<file path="config.mk">
export PLATFORM = sky130hd
export DESIGN_NAME = bus_gate_arbiter
export DESIGN_NICKNAME = d
export VERILOG_FILES = /design/src/rtl/bus_gate_arbiter.sv
export SDC_FILE = /design/constraint.sdc
export NUM_CORES = 1
export LEC_CHECK = 0
export ABC_AREA = 0
export BUFFER_PORTS_ARGS = -buffer_cell sky130_fd_sc_hd__buf_2
export CORE_ASPECT_RATIO = 1.5
export CORE_MARGIN = 2
export CORE_UTILIZATION = 45
export CTS_CLUSTER_DIAMETER = 100
export DETAILED_ROUTE_END_ITERATION = 16
export PLACE_DENSITY = 0.66
export SETUP_SLACK_MARGIN = 0.15
export SLEW_MARGIN = 0
export SYNTH_ARGS = -nofsm -noshare
export SYNTH_HDL_FRONTEND = slang
export SYNTH_SLANG_ARGS = --single-unit
</file>
<file path="constraint.sdc">
create_clock -name Clk -period 3.65 [get_ports Clk]
set_clock_uncertainty 0.1 [all_clocks]
set_input_delay 0.365 -clock Clk [delete_from_list [all_inputs] [get_ports Clk]]
set_output_delay 0.365 -clock Clk [all_outputs]
set_load 0.05 [all_outputs]
</file>
<file path="src/rtl/bus_gate_arbiter.sv">
// Round-robin arbiter gating the PC/MARMUX/MDR/ALU drivers onto DataBus.
// Registered one-hot enables, one-cycle grant latency, bounded hold, optional idle turnaround.
module bus_gate_arbiter #(
    parameter int MAX_HOLD   = 4,
    parameter int TURNAROUND = 1
) (
    input  logic       Clk,
    input  logic       Reset_n,
    input  logic [3:0] req,
    output logic       PC_enable,
    output logic       MARMUX_enable,
    output logic       MDR_enable,
    output logic       ALU_enable,
    output logic [1:0] gnt_id,
    output logic       bus_valid,
    output logic       grant_start
);

    typedef enum logic [1:0] {IDLE, GRANT, TURN} state_t;

    localparam logic [3:0] HOLD_LAST = 4'(MAX_HOLD - 1);

    state_t     r_state;
    logic [1:0] r_last;
    logic [3:0] r_hold;
    logic [3:0] r_en;
    logic [1:0] r_gnt_id;
    logic       r_valid;
    logic       r_start;

    logic       w_found;
    logic [1:0] w_win;
    logic       w_others;
    logic       w_stay;
    logic       w_grant;

    // Scan upward from the slot after the last owner; the last owner is visited last,
    // so it only wins again when nobody else is asking.
    always_comb begin
        w_found = 1'b0;
        w_win   = 2'd0;
        for (int k = 1; k <= 4; k++) begin
            if (!w_found && req[r_last + 2'(k)]) begin
                w_found = 1'b1;
                w_win   = r_last + 2'(k);
            end
        end
    end

    assign w_others = |(req & ~(4'b0001 << r_last));
    assign w_stay   = (r_state == GRANT) && req[r_last] && ((r_hold < HOLD_LAST) || !w_others);

    always_comb begin
        w_grant = 1'b0;
        case (r_state)
            IDLE, TURN: w_grant = w_found;
            GRANT:      w_grant = !w_stay && (TURNAROUND == 0) && w_found;
            default:    w_grant = 1'b0;
        endcase
    end

    always_ff @(posedge Clk) begin
        if (!Reset_n) begin
            r_state  <= IDLE;
            r_last   <= 2'd3;
            r_hold   <= 4'd0;
            r_en     <= 4'd0;
            r_gnt_id <= 2'd0;
            r_valid  <= 1'b0;
            r_start  <= 1'b0;
        end else if (w_grant) begin
            r_state  <= GRANT;
            r_last   <= w_win;
            r_hold   <= 4'd0;
            r_en     <= 4'b0001 << w_win;
            r_gnt_id <= w_win;
            r_valid  <= 1'b1;
            r_start  <= 1'b1;
        end else if (w_stay) begin
            if (r_hold < HOLD_LAST) begin
                r_hold <= r_hold + 4'd1;
            end
            r_start <= 1'b0;
        end else begin
            // Released with turnaround enabled, or nothing left to serve.
            r_state  <= ((r_state == GRANT) && (TURNAROUND != 0)) ? TURN : IDLE;
            r_hold   <= 4'd0;
            r_en     <= 4'd0;
            r_gnt_id <= 2'd0;
            r_valid  <= 1'b0;
            r_start  <= 1'b0;
        end
    end

    assign PC_enable     = r_en[0];
    assign MARMUX_enable = r_en[1];
    assign MDR_enable    = r_en[2];
    assign ALU_enable    = r_en[3];
    assign gnt_id        = r_gnt_id;
    assign bus_valid     = r_valid;
    assign grant_start   = r_start;

endmodule

</file>
==> results of run 1 <==
## final timing paths
path / cells after the start / endpoint / startpoint / slack (ns)
min: 3 / r_state[1] / Reset_n / 0.30
max reg2reg: 7 / r_en[3] / r_last[0] / 0.77
min reg2reg: 1 / r_state[1] / r_state[1] / 0.32
max: 7 / r_en[3] / r_last[0] / 0.77
## worst max-delay path: cells and delay by family (launching register included)
kind                     cells  cell delay [ns]
AND/OR/NAND/NOR              2             0.27
flip-flops                   1             0.69
adder cells (fa/ha/maj)      1             0.53
AO/OA/AOI/OAI                2             0.42
buffers and inverters        1             0.17
multiplexers                 1             0.60
## sequential cells by signal, indices dropped and copies added, names as in the netlist
signal       count
r_state          2
r_en             4
gnt_id           2
r_last           2
r_hold           4
grant_start      1
## Yosys cell counts
master,count,area share
sky130_fd_sc_hd__a32oi_1,1,0.0097
sky130_fd_sc_hd__buf_6,3,0.037
sky130_fd_sc_hd__o21bai_4,1,0.021
sky130_fd_sc_hd__and2_1,3,0.021
sky130_fd_sc_hd__xor2_1,1,0.0097
sky130_fd_sc_hd__nor2_1,4,0.017
sky130_fd_sc_hd__nor2b_1,3,0.021
sky130_fd_sc_hd__o21ai_1,1,0.0055
sky130_fd_sc_hd__nor4bb_1,1,0.011
sky130_fd_sc_hd__o31a_1,1,0.0097
sky130_fd_sc_hd__or2_1,1,0.0069
sky130_fd_sc_hd__or2b_1,2,0.017
sky130_fd_sc_hd__nor3_1,6,0.033
sky130_fd_sc_hd__a41oi_1,1,0.0097
sky130_fd_sc_hd__mux4_1,1,0.029
sky130_fd_sc_hd__mux2_2,2,0.025
sky130_fd_sc_hd__and3b_1,1,0.0097
sky130_fd_sc_hd__a211oi_2,1,0.014
sky130_fd_sc_hd__dfxtp_1,15,0.33
sky130_fd_sc_hd__a32o_1,2,0.022
sky130_fd_sc_hd__a21oi_1,2,0.011
sky130_fd_sc_hd__nor4b_1,2,0.019
sky130_fd_sc_hd__a22oi_1,1,0.0083
sky130_fd_sc_hd__mux2i_1,6,0.066
sky130_fd_sc_hd__o2bb2ai_1,2,0.019
sky130_fd_sc_hd__nor4_1,1,0.0069
sky130_fd_sc_hd__ha_1,5,0.069
sky130_fd_sc_hd__and4b_1,1,0.011
sky130_fd_sc_hd__a211oi_1,1,0.0083
sky130_fd_sc_hd__a22o_1,2,0.019
sky130_fd_sc_hd__inv_1,3,0.012
sky130_fd_sc_hd__mux2_4,2,0.033
sky130_fd_sc_hd__a211o_1,1,0.0097
sky130_fd_sc_hd__nand2b_1,4,0.028
sky130_fd_sc_hd__buf_4,2,0.017
## layout make-up
type | count | area, um2 | area share
inverter | 3 | 11.3 | 0.0115
sequential | 15 | 300 | 0.306
clock inverter | 1 | 5.00 | 0.00510
clock buffer | 3 | 22.5 | 0.0230
timing repair buffer | 14 | 72.6 | 0.0740
tap | 21 | 26.3 | 0.0268
multi-input combinational | 63 | 543 | 0.554
## power groups by stage
stage	clock (uW)	combinational, uW	sequential [uW]
floorplan	0	362	357
global placement	0	510	266
detailed placement	0	521	269
CTS	94.6	522	265
global route	96.7	568	274
finish	92.6	518	265
## metal layers
layer	vias up	GRT usage	routed length [um]
met5	-	0	0
met4	0	0.0857	24
met3	4	0.0113	62
met2	16	0.283	880
met1	330	0.182	742
li1	345	-	-
## stage by stage
step / total power, uW / setup WS [ns] / instance area [um2] / instances
floorplan: 720 / 1.28 / 903 / 86
global placement: 776 / 0.868 / 953 / 116
detailed placement: 790 / 0.777 / 953 / 116
CTS: 882 / 0.766 / 981 / 120
global route: 938 / 0.553 / 981 / 120
finish: 876 / 0.769 / 981 / 120
## logic make-up after synthesis
| logic type | after synthesis |
|---|---|
| AND/OR/NAND/NOR | 29 |
| AO/OA/AOI/OAI | 17 |
| flip-flops | 15 |
| multiplexers | 11 |
| buffers and inverters | 8 |
| adder cells (fa/ha/maj) | 5 |
| XOR/XNOR | 1 |
==> metrics.log, run 1 <==
INFO  metric yosys.area_share.xor_xnor = 0.00970
INFO  metric ir_worst_vdd = between 0.5 and 0.6 mV
INFO  metric final_common_cell = sky130_fd_sc_hd__dfxtp_1
INFO  metric dieWidth = around 41 um
INFO  metric critical_path_required = 3.74 ns
INFO  metric critPathKind = flop to flop
INFO  metric crit_fanout = 15
INFO  metric synthDistinctLibCells = 35
INFO  metric grt_start_max_net_pins = 16
INFO  metric via_per_inst = 5.79
INFO  metric p_r_area_growth_vs_syn = 8.59%
INFO  metric first_global_vias = 679
INFO  metric fmax = 347 MHz
INFO  metric gr-usage-all-layers = 0.162
INFO  metric final.setup.tns = 0 ns
INFO  metric avgSynthCellArea = around 11 um2
INFO  metric start_kind = flop
INFO  metric dp_hpwl = around 1300 um
INFO  metric grt_antenna_before_repair = 0
INFO  metric rsz0062_at_grt = false
INFO  metric remaining_drc_errors = 0
INFO  metric layout.filler_cells = between 150 and 200
INFO  metric fin_nets = between 100 and 150
INFO  metric synthAdderAreaFrac = 0.0693
INFO  metric ctsRootBufferMaster = sky130_fd_sc_hd__clkbuf_4
INFO  metric floorplan.die_area = roughly 2400 um2
INFO  metric synth_top_family_by_area = simple AND/OR/NAND/NOR gates
INFO  metric insertedDiodeCount = 0
INFO  metric detailedRoute.firstPassIterationCount = 4
INFO  metric fin_worst_hold_slack = roughly 0.30 ns
INFO  metric crit_path_end_kind = flop
INFO  metric syn-num-nets = 97
INFO  metric combinationalPowerShare = 0.591
INFO  metric cts-buffers-inserted = 3
INFO  metric report.final.slew_viol_count = 0
INFO  metric grt_overflow_total = 0
INFO  metric final_antenna_net_count = 0
INFO  metric rows = 19
INFO  metric ctsHoldBuffers = 0
INFO  metric power.switching = 411 uW
INFO  metric pwr-share-clk = 0.106
INFO  metric cts_setup_buffers = 0
INFO  metric clock_latency = 0.28 ns
INFO  metric syn_inst = 86
INFO  metric routed_wirelength = 1710 um
INFO  metric tritoncts_num_sinks = 15
INFO  metric power.density_cell_area = about 890 nW/um2
INFO  metric drt_iter0_markers = 7
INFO  metric status = completed
INFO  metric switching_share = 0.470
INFO  metric path_clk_slew = around 0.090 ns
INFO  metric crit_path_top_delay_cell = sky130_fd_sc_hd__dfxtp_1
INFO  metric seq_area_frac_synth = 0.332
INFO  metric cp_arrival = 2.97 ns
INFO  metric layout.cells.most_common_list = sky130_fd_sc_hd__dfxtp_1 (15), sky130_fd_sc_hd__buf_2 (13), sky130_fd_sc_hd__mux2i_1 (6), sky130_fd_sc_hd__nor3_1 (6), sky130_fd_sc_hd__ha_1 (5)
INFO  metric floorplan.initialDensity = 0.487
INFO  metric timing_hold_violations_final = 0
INFO  metric power.share.sequential = 0.303
INFO  metric intPower = between 400 and 500 uW
INFO  metric finish.utilization = 0.529
INFO  metric synth.ff_latch_count = 15
INFO  metric clockBufferDepth = 2
INFO  metric drv.max_cap_violation_count = 0
INFO  metric period_share = 0.789
INFO  metric synthesis.area = 903 um2
INFO  metric die_h = 58.9 um
INFO  metric p_leak = 0.000454 uW
INFO  metric grt_pass1_wl = around 2700 um
INFO  metric timing.hold.worst.class = input pin to flop
INFO  metric yosysWarnings = 0
INFO  metric routed-via-count = just under 700
INFO  metric ctsResizeCount = 0
INFO  metric layout-drive-gt1-share = 0.242
INFO  metric finalSetupViolCount = 0
INFO  metric fp.coreArea = approximately 1900 um2
INFO  metric synth-compound-area-share = 0.168
INFO  metric tightest_slew = about 0.56 ns
INFO  metric slew_headroom = 0.625
INFO  metric design.portCount = 14
INFO  metric synth_simple_gate_area_share = 0.201
INFO  metric finalWeightedCongestion = 0.670
INFO  metric crit_chain = inv_1 > ha_1 > mux4_1 > a21oi_1 > and3b_1 > nor2_1 > a32o_1
INFO  metric post_synth_mux_area_share = 0.154
INFO  metric timing.final.crit_period = between 2 and 3 ns
INFO  metric cpPeakStageDelay = between 0.6 and 0.7 ns
INFO  metric port-buffer-count = 13
INFO  metric wl_per_cell = ~14 um
INFO  metric htree_num_levels = 1
INFO  metric cts_tree = yes
Note: power is estimated with default switching activity, not from simulation.
==> inputs of run 2 (changes only) <==
--- a/config.mk
+++ b/config.mk
@@ -5,14 +5,14 @@
 export SDC_FILE = /design/constraint.sdc
 export NUM_CORES = 1
 export LEC_CHECK = 0
-export ABC_AREA = 0
+export ABC_AREA = 1
 export BUFFER_PORTS_ARGS = -buffer_cell sky130_fd_sc_hd__buf_2
 export CORE_ASPECT_RATIO = 1.5
 export CORE_MARGIN = 2
 export CORE_UTILIZATION = 45
 export CTS_CLUSTER_DIAMETER = 100
 export DETAILED_ROUTE_END_ITERATION = 16
-export PLACE_DENSITY = 0.66
+export PLACE_DENSITY = 0.68
 export SETUP_SLACK_MARGIN = 0.15
 export SLEW_MARGIN = 0
 export SYNTH_ARGS = -nofsm -noshare
==> constraint.sdc (replaced) <==
create_clock -name Clk -period 2.6 [get_ports Clk]
set_clock_uncertainty 0.1 [all_clocks]
set_input_delay 0.26 -clock Clk [delete_from_list [all_inputs] [get_ports Clk]]
set_output_delay 0.26 -clock Clk [all_outputs]
set_load 0.05 [all_outputs]
==> run 2 against run 1 <==
Effect of this change: setup slack worse by 0.21 ns; power is 73% higher; non-clock buffer count stayed put; hold slack worse by 0.060 ns.
==> metrics.log, run 2 <==
INFO  metric cts_setup_buffers = 0 (unchanged)
INFO  metric final_cell_area = 1110 um2 (was 981 um2)
INFO  metric die_h = 61.5 um (was 58.9 um)
INFO  metric post_synth_mux_area_share = 0 (was 0.154)
INFO  metric p_leak = 0.000594 uW (was 0.000454 uW)
INFO  metric synth_top_cells_by_count = sky130_fd_sc_hd__nand2_1 (36), sky130_fd_sc_hd__dfxtp_1 (15), sky130_fd_sc_hd__inv_1 (14) (was sky130_fd_sc_hd__dfxtp_1 (15), sky130_fd_sc_hd__mux2i_1 (6), sky130_fd_sc_hd__nor3_1 (6))
INFO  metric dpl-instance-area = 1080 um2 (was 953 um2)
INFO  metric rsz0062_at_grt = false (unchanged)
INFO  metric crit_fanout = 7 (was 15)
INFO  metric wl_per_cell = 10.8 um (was 14.2 um)
INFO  metric detailedRoute.firstPassIterationCount = 4 (unchanged)
INFO  metric ctsRootBufferMaster = sky130_fd_sc_hd__clkbuf_4 (unchanged)
INFO  metric final_common_cell = sky130_fd_sc_hd__nand2_1 (was sky130_fd_sc_hd__dfxtp_1)
INFO  metric critical_path_required = 2.68 ns (was 3.74 ns)
INFO  metric routed-via-count = 851 (was 695)
INFO  metric start_kind = flop (unchanged)
INFO  metric timing.final.crit_period = 2.04 ns (was 2.88 ns)
INFO  metric path_clk_slew = 0.09 ns (about the same)
INFO  metric ctsResizeCount = 0 (unchanged)
INFO  metric finalSetupViolCount = 0 (unchanged)
INFO  metric fin_nets = 161 (was 111)
INFO  metric avgSynthCellArea = 7.51 um2 (was 10.5 um2)
INFO  metric via_per_inst = 4.98 (was 5.79)
INFO  metric timing_hold_violations_final = 0 (unchanged)
INFO  metric layout-drive-gt1-share = 0.322 (was 0.242)
INFO  metric syn_inst = 132 (was 86)
INFO  metric ctsHoldBuffers = 0 (unchanged)
INFO  metric port-buffer-count = 13 (unchanged)
INFO  metric synth_top_area_cell = sky130_fd_sc_hd__dfxtp_1 (unchanged)
INFO  metric synthAdderAreaFrac = 0.0631 (was 0.0693)
INFO  metric crit_path_end_kind = flop (unchanged)
INFO  metric insertedDiodeCount = 0 (unchanged)
INFO  metric synth_top_family_by_area = simple AND/OR/NAND/NOR gates (unchanged)
INFO  metric final_antenna_net_count = 0 (unchanged)
INFO  metric seq_area_frac_synth = 0.303 (was 0.332)
INFO  metric synth_simple_gate_area_share = 0.473 (was 0.201)
INFO  metric synth.area.top_cells = sky130_fd_sc_hd__dfxtp_1 (30%), sky130_fd_sc_hd__nand2_1 (14%), sky130_fd_sc_hd__ha_1 (6.3%) (was sky130_fd_sc_hd__dfxtp_1 (33%), sky130_fd_sc_hd__ha_1 (6.9%), sky130_fd_sc_hd__mux2i_1 (6.6%))
INFO  metric grt_antenna_before_repair = 0 (unchanged)
INFO  metric yosys.area_share.xor_xnor = 0.00884 (was 0.00970)
INFO  metric ys.flop_type = sky130_fd_sc_hd__dfxtp_1 (unchanged)
INFO  metric leading_registers_by_flop_count = r_en (4), r_hold (4) (unchanged)
INFO  metric design.portCount = 14 (unchanged)
INFO  metric ir_worst_vdd = 0.711 mV (was 0.572 mV)
INFO  metric grt_overflow_total = 0 (unchanged)
INFO  metric cts-buffers-inserted = 3 (unchanged)
INFO  metric gr-usage-all-layers = 0.163 (was 0.162)
INFO  metric timing.hold.worst.class = input pin to flop (unchanged)
INFO  metric synthesis.area = 991 um2 (was 903 um2)
INFO  metric cp_arrival = 2.13 ns (was 2.97 ns)
INFO  metric clockBufferDepth = 2 (unchanged)
INFO  metric htree_num_levels = 1 (unchanged)
INFO  metric synth-compound-area-share = 0.0631 (was 0.168)
INFO  metric synth.ff_latch_count = 15 (unchanged)
INFO  metric drt_iter0_markers = 19 (was 7)
INFO  metric p_r_area_growth_vs_syn = 11.6% (was 8.59%)
INFO  metric dieWidth = 42.3 um (was 40.6 um)
INFO  metric syn-num-nets = 143 (was 97)
INFO  metric post-synth-top-area-fraction = 0.303 (was 0.332)
INFO  metric synth_most_common_cell = sky130_fd_sc_hd__nand2_1 (was sky130_fd_sc_hd__dfxtp_1)
INFO  metric layout.cells.most_common_list = sky130_fd_sc_hd__nand2_1 (36), sky130_fd_sc_hd__dfxtp_1 (15), sky130_fd_sc_hd__inv_1 (14), sky130_fd_sc_hd__buf_2 (13), sky130_fd_sc_hd__nand3_1 (12) (was sky130_fd_sc_hd__dfxtp_1 (15), sky130_fd_sc_hd__buf_2 (13), sky130_fd_sc_hd__mux2i_1 (6), sky130_fd_sc_hd__nor3_1 (6), sky130_fd_sc_hd__ha_1 (5))
INFO  metric critPathKind = flop to flop (unchanged)
INFO  metric remaining_drc_errors = 0 (unchanged)
INFO  metric yosysWarnings = 0 (unchanged)
INFO  metric dp_hpwl = 1510 um (was 1270 um)
INFO  metric final.setup.tns = 0 ns (unchanged)
INFO  metric clock_latency = 0.28 ns (about the same)
INFO  metric drv.max_cap_violation_count = 0 (unchanged)
INFO  metric finalWeightedCongestion = 0.793 (was 0.670)
INFO  metric r2r_slack = 0.56 ns (was 0.77 ns)
INFO  metric synth_async_sr_flop_share = 0 (unchanged)
INFO  metric period_share = 0.786 (was 0.789)
INFO  metric cts_tree = yes (unchanged)
INFO  metric fmax = 489 MHz (was 347 MHz)
INFO  metric first_global_vias = 802 (was 679)
INFO  metric synthDistinctLibCells = 27 (was 35)
INFO  metric synth_edf_count = 0 (unchanged)
INFO  metric floorplan.die_area = 2600 um2 (was 2390 um2)
INFO  metric routed_wirelength = 1860 um (was 1710 um)
INFO  metric slew_headroom = 0.829 (was 0.625)
INFO  metric power.density_cell_area = 1370 nW/um2 (was 893 nW/um2)
INFO  metric status = completed (unchanged)
INFO  metric grt_start_max_net_pins = 12 (was 16)
INFO  metric tritoncts_num_sinks = 15 (unchanged)
INFO  metric rows = 20 (was 19)
INFO  metric floorplan.initialDensity = 0.483 (was 0.487)
INFO  metric report.final.slew_viol_count = 0 (unchanged)
INFO  metric fp.coreArea = 2050 um2 (was 1850 um2)
INFO  metric grt_pass1_wl = 3220 um (was 2710 um)
INFO  metric tightest_slew = 0.256 ns (was 0.562 ns)
==> run 2: changes by cell type in the layout (fill, tap and decap cells not counted), sizes merged, moves of 4 or more <==
cell    delta
nand4      +4
inv       +14
mux2i      -6
nor3       -6
mux2       -4
nand2     +47
nand3     +16
nor2       +9
nand2b     -4
==> run 2: per-stage QoR <==
step	std cells	setup slack [ns]	power, uW	util	hold WS, ns
after CTS	171	0.557	1530	0.539	0.243
after floorplan	132	0.779	1220	-	0.322
after detailed placement	167	0.564	1390	0.526	0.333
final	171	0.556	1520	0.539	0.242
after global routing	171	0.351	1640	0.539	0.295
after global placement	167	0.629	1380	0.526	0.332
==> run 2: final timing paths <==
path              startpoint         end  cells past startpoint
setup / recovery   r_last[1]   r_last[0]                      9
hold reg to reg      r_en[1]     r_en[1]                      2
hold / removal       Reset_n  r_state[0]                      3
setup reg to reg   r_last[1]   r_last[0]                      9
==> run 2: power breakdown <==
part	total (uW)	switching (uW)	internal [uW]
clock network	132	72.1	59.6
logic	1030	715	312
registers	356	49.8	306
==> run 2: layout make-up <==
| class | count | area, um2 |
|---|---|---|
| multi-input combinational | 99 | 603 |
| inverter | 17 | 76.3 |
| sequential | 15 | 300 |
| timing repair buffer | 14 | 72.6 |
| tap | 22 | 27.5 |
| fill | 201 | 946 |
| clock buffer | 4 | 26.3 |
==> run 2: critical path, stage by stage, from the launching register on <==
cell and delay [ns]:
sky130_fd_sc_hd__dfxtp_1 0.47, sky130_fd_sc_hd__inv_1 0.18, sky130_fd_sc_hd__ha_1 0.35, sky130_fd_sc_hd__inv_1 0.14, sky130_fd_sc_hd__nand3_1 0.09, sky130_fd_sc_hd__nand2_1 0.16
sky130_fd_sc_hd__nand3b_1 0.17, sky130_fd_sc_hd__nand3_2 0.13, sky130_fd_sc_hd__nand3_1 0.09, sky130_fd_sc_hd__nand2_1 0.06
==> run 2: logic make-up after synthesis <==
kind of cell               count (synthesis)
AOI/OAI and AO/OA                         10
buffers and inverters                     18
and+or+nand+nor                           83
xor gates and xnor gates                   1
adders and majority gates                  5
DFF                                       15
==> run 2: metal layers <==
layer / track usage / up-vias / routed length [um]
met1: 0.176 / 371 / 817
met3: 0.0117 / 7 / 39
met5: 0 / - / 0
met4: 0.112 / 0 / 61
met2: 0.303 / 16 / 937
li1: - / 457 / -
==> inputs of run 3 (changes only) <==
==> constraint.sdc (replaced) <==
create_clock -name Clk -period 1.65 [get_ports Clk]
set_clock_uncertainty 0.1 [all_clocks]
set_input_delay 0.165 -clock Clk [delete_from_list [all_inputs] [get_ports Clk]]
set_output_delay 0.165 -clock Clk [all_outputs]
set_load 0.05 [all_outputs]
==> run 3 against run 2 <==
Effect of this change: hold slack worse by 0.14 ns; sequential power is 59% higher; die area stayed put; count of clock-buffer cells in the layout is 1 lower; critical endpoint unchanged.
==> metrics.log, run 3 (synthesized netlist as in run 2, its figures left out) <==
INFO  metric status = completed (unchanged)
INFO  metric routed-via-count = 913 (was 851)
INFO  metric routed_wirelength = 2140 um (was 1860 um)
INFO  metric ctsRootBufferMaster = sky130_fd_sc_hd__clkbuf_4 (unchanged)
INFO  metric rr_worst_depth = 10 (was 9)
INFO  metric cts_tree = yes (unchanged)
INFO  metric switching_share = 0.539 (was 0.553)
INFO  metric worstReg2RegEnd = r_last[0] (unchanged)
INFO  metric die_h = 61.5 um (unchanged)
INFO  metric grt_pass1_wl = 3670 um (was 3220 um)
INFO  metric crit_fanout = 4 (was 7)
INFO  metric combinationalPowerShare = 0.717 (was 0.678)
INFO  metric p_leak = 0.000639 uW (was 0.000594 uW)
INFO  metric totalPowerFinal = 2710 uW (was 1520 uW)
INFO  metric power.switching = 1460 uW (was 837 uW)
INFO  metric pwr-share-clk = 0.075 (was 0.087)
INFO  metric slew_headroom = 0.805 (was 0.829)
INFO  metric clockBufferDepth = 2 (unchanged)
INFO  metric worstReg2RegStart = r_last[0] (was r_last[1])
INFO  metric port-buffer-count = 13 (unchanged)
INFO  metric final_common_cell = sky130_fd_sc_hd__nand2_1 (unchanged)
INFO  metric rows = 20 (unchanged)
INFO  metric dieWidth = 42.3 um (unchanged)
INFO  metric start_kind = flop (unchanged)
INFO  metric period_share = 0.973 (was 0.786)
INFO  metric power.share.sequential = 0.208 (was 0.235)
INFO  metric cp_arrival = 1.73 ns (was 2.13 ns)
INFO  metric design.portCount = 14 (unchanged)
INFO  metric first_global_vias = 881 (was 802)
INFO  metric hp-start = Reset_n (unchanged)
INFO  metric fp.coreArea = 2050 um2 (unchanged)
INFO  metric post-place-cells = 171 (was 167)
INFO  metric hold_end = gnt_id[1] (was r_state[0])
INFO  metric layout-drive-gt1-share = 0.462 (was 0.322)
INFO  metric power.density_cell_area = 2210 nW/um2 (was 1370 nW/um2)
INFO  metric drv.max_cap_violation_count = 0 (unchanged)
INFO  metric clock_latency = 0.28 ns (about the same)
INFO  metric grt_antenna_before_repair = 0 (unchanged)
INFO  metric cts-buffers-inserted = 3 (unchanged)
INFO  metric via_per_inst = 5.13 (was 4.98)
INFO  metric ctsHoldBuffers = 0 (unchanged)
INFO  metric ir_worst_vdd = 1.36 mV (was 0.711 mV)
INFO  metric path_clk_slew = 0.09 ns (about the same)
INFO  metric tritoncts_num_sinks = 15 (unchanged)
INFO  metric finish.utilization = 0.599 (was 0.539)
INFO  metric fin_cells = 178 (was 171)
INFO  metric report.final.slew_viol_count = 0 (unchanged)
INFO  metric floorplan.die_area = 2600 um2 (unchanged)
INFO  metric timing.hold.worst.class = input pin to flop (unchanged)
INFO  metric crit_path_end_kind = flop (unchanged)
INFO  metric finalSetupViolCount = 0 (unchanged)
INFO  metric rsz0062_at_grt = true (was false)
INFO  metric insertedDiodeCount = 0 (unchanged)
INFO  metric intPower = 1250 uW (was 678 uW)
INFO  metric timing.final.crit_period = 1.61 ns (was 2.04 ns)
INFO  metric detailedRoute.firstPassIterationCount = 4 (unchanged)
INFO  metric tightest_slew = 0.292 ns (was 0.256 ns)
INFO  metric hold-path-cell-count = 3 (unchanged)
INFO  metric grt_start_max_net_pins = 10 (was 12)
INFO  metric critPathKind = flop to flop (unchanged)
INFO  metric leading_registers_by_flop_count = r_en (4), r_hold (4) (unchanged)
INFO  metric wl_per_cell = 12.0 um (was 10.8 um)
INFO  metric floorplan.initialDensity = 0.483 (unchanged)
INFO  metric critical_path_required = 1.78 ns (was 2.68 ns)
INFO  metric layout.cells.most_common_list = sky130_fd_sc_hd__nand2_1 (31), sky130_fd_sc_hd__buf_2 (13), sky130_fd_sc_hd__nand2_2 (12), sky130_fd_sc_hd__inv_1 (12), sky130_fd_sc_hd__dfxtp_1 (12) (was sky130_fd_sc_hd__nand2_1 (36), sky130_fd_sc_hd__dfxtp_1 (15), sky130_fd_sc_hd__inv_1 (14), sky130_fd_sc_hd__buf_2 (13), sky130_fd_sc_hd__nand3_1 (12))
INFO  metric htree_num_levels = 1 (unchanged)
INFO  metric fin_nets = 168 (was 161)
INFO  metric drt_iter0_markers = 20 (was 19)
INFO  metric dp_hpwl = 1720 um (was 1510 um)
INFO  metric finalWeightedCongestion = 0.817 (was 0.793)
INFO  metric final_antenna_net_count = 0 (unchanged)
INFO  metric r2r_slack = 0.04 ns (was 0.56 ns)
INFO  metric p_r_area_growth_vs_syn = 24.1% (was 11.6%)
INFO  metric layout.filler_cells = 188 (was 201)
INFO  metric gr-usage-all-layers = 0.187 (was 0.163)
INFO  metric fmax = 623 MHz (was 489 MHz)
INFO  metric grt_overflow_total = 0 (unchanged)
INFO  metric remaining_drc_errors = 0 (unchanged)
INFO  metric timing_hold_violations_final = 0 (unchanged)
==> run 3: cell count changes in the layout (fill, tap and decap cells not counted), sizes merged <==
cell	previous run	this run
buf	14	21
clkbuf	4	3
clkinv	0	1
==> run 3: final cells by class <==
| type | instances | area, um2 | share of cell area |
|---|---|---|---|
| sequential | 15 | 309 | 0.251 |
| tap | 22 | 27.5 | 0.0224 |
| multi-input combinational | 99 | 662 | 0.538 |
| inverter | 17 | 78.8 | 0.0641 |
| clock inverter | 1 | 5.00 | 0.00407 |
| timing repair buffer | 21 | 125 | 0.102 |
| clock buffer | 3 | 22.5 | 0.0183 |
==> run 3: worst max path at each step <==
stage	slack, ns	depth (start not counted)	from	end
after floorplan	0.05	13	r_last[0]	r_en[2]
after global placement	0.04	12	r_last[0]	r_en[2]
after detailed placement	0.003	12	r_last[0]	r_en[2]
after CTS	0.04	11	r_last[0]	r_en[1]
after global routing	-0.07	12	r_last[0]	r_en[2]
final	0.04	10	r_last[0]	r_last[0]
==> run 3: per-layer routing <==
metal | vias to the layer above | routed length, um | share of wire | track usage
met5 | - | 0 | 0 | 0
met4 | 0 | 49 | 0.023 | 0.107
met3 | 4 | 75 | 0.035 | 0.0235
met2 | 17 | 1250 | 0.58 | 0.376
met1 | 423 | 770 | 0.36 | 0.181
li1 | 469 | - | - | -
==> run 3: power by group through the flow <==
stage	clock network, uW	logic (uW)	registers (uW)
after global routing	227	2150	579
after floorplan	0	1160	848
after global placement	0	1760	573
after detailed placement	0	1800	575
final	204	1940	565
after CTS	208	1910	567
==> run 3: what timing repair did <==
item,in CTS,in global routing
gates resized for setup,7,4
buffers inserted,3,0
pin swaps,5,2
setup endpoints to repair,15,15
==> run 3: worst max-delay path, stage by stage, from the launching register on <==
cell                      delay, ns
sky130_fd_sc_hd__dfxtp_4       0.40
sky130_fd_sc_hd__inv_8         0.04
sky130_fd_sc_hd__ha_4          0.28
sky130_fd_sc_hd__inv_4         0.05
sky130_fd_sc_hd__nand3_4       0.06
sky130_fd_sc_hd__nand2_4       0.07
sky130_fd_sc_hd__nor2_2        0.12
sky130_fd_sc_hd__nand4_1       0.16
sky130_fd_sc_hd__nand3_2       0.13
sky130_fd_sc_hd__nand3_1       0.07
sky130_fd_sc_hd__nand2_1       0.07
==> run 3: per-stage QoR <==
step / setup slack, ns / hold WS, ns / TNS (ns) / instance area [um2]
3_5_place_dp: 0.00341 / 0.338 / 0 / 1140
2_1_floorplan: 0.0511 / 0.227 / 0 / 1020
5_1_grt: -0.0745 / 0.110 / -0.631 / 1230
3_3_place_gp: 0.0380 / 0.338 / 0 / 1140
6_report: 0.0450 / 0.102 / 0 / 1230
4_1_cts: 0.0364 / 0.103 / 0 / 1210
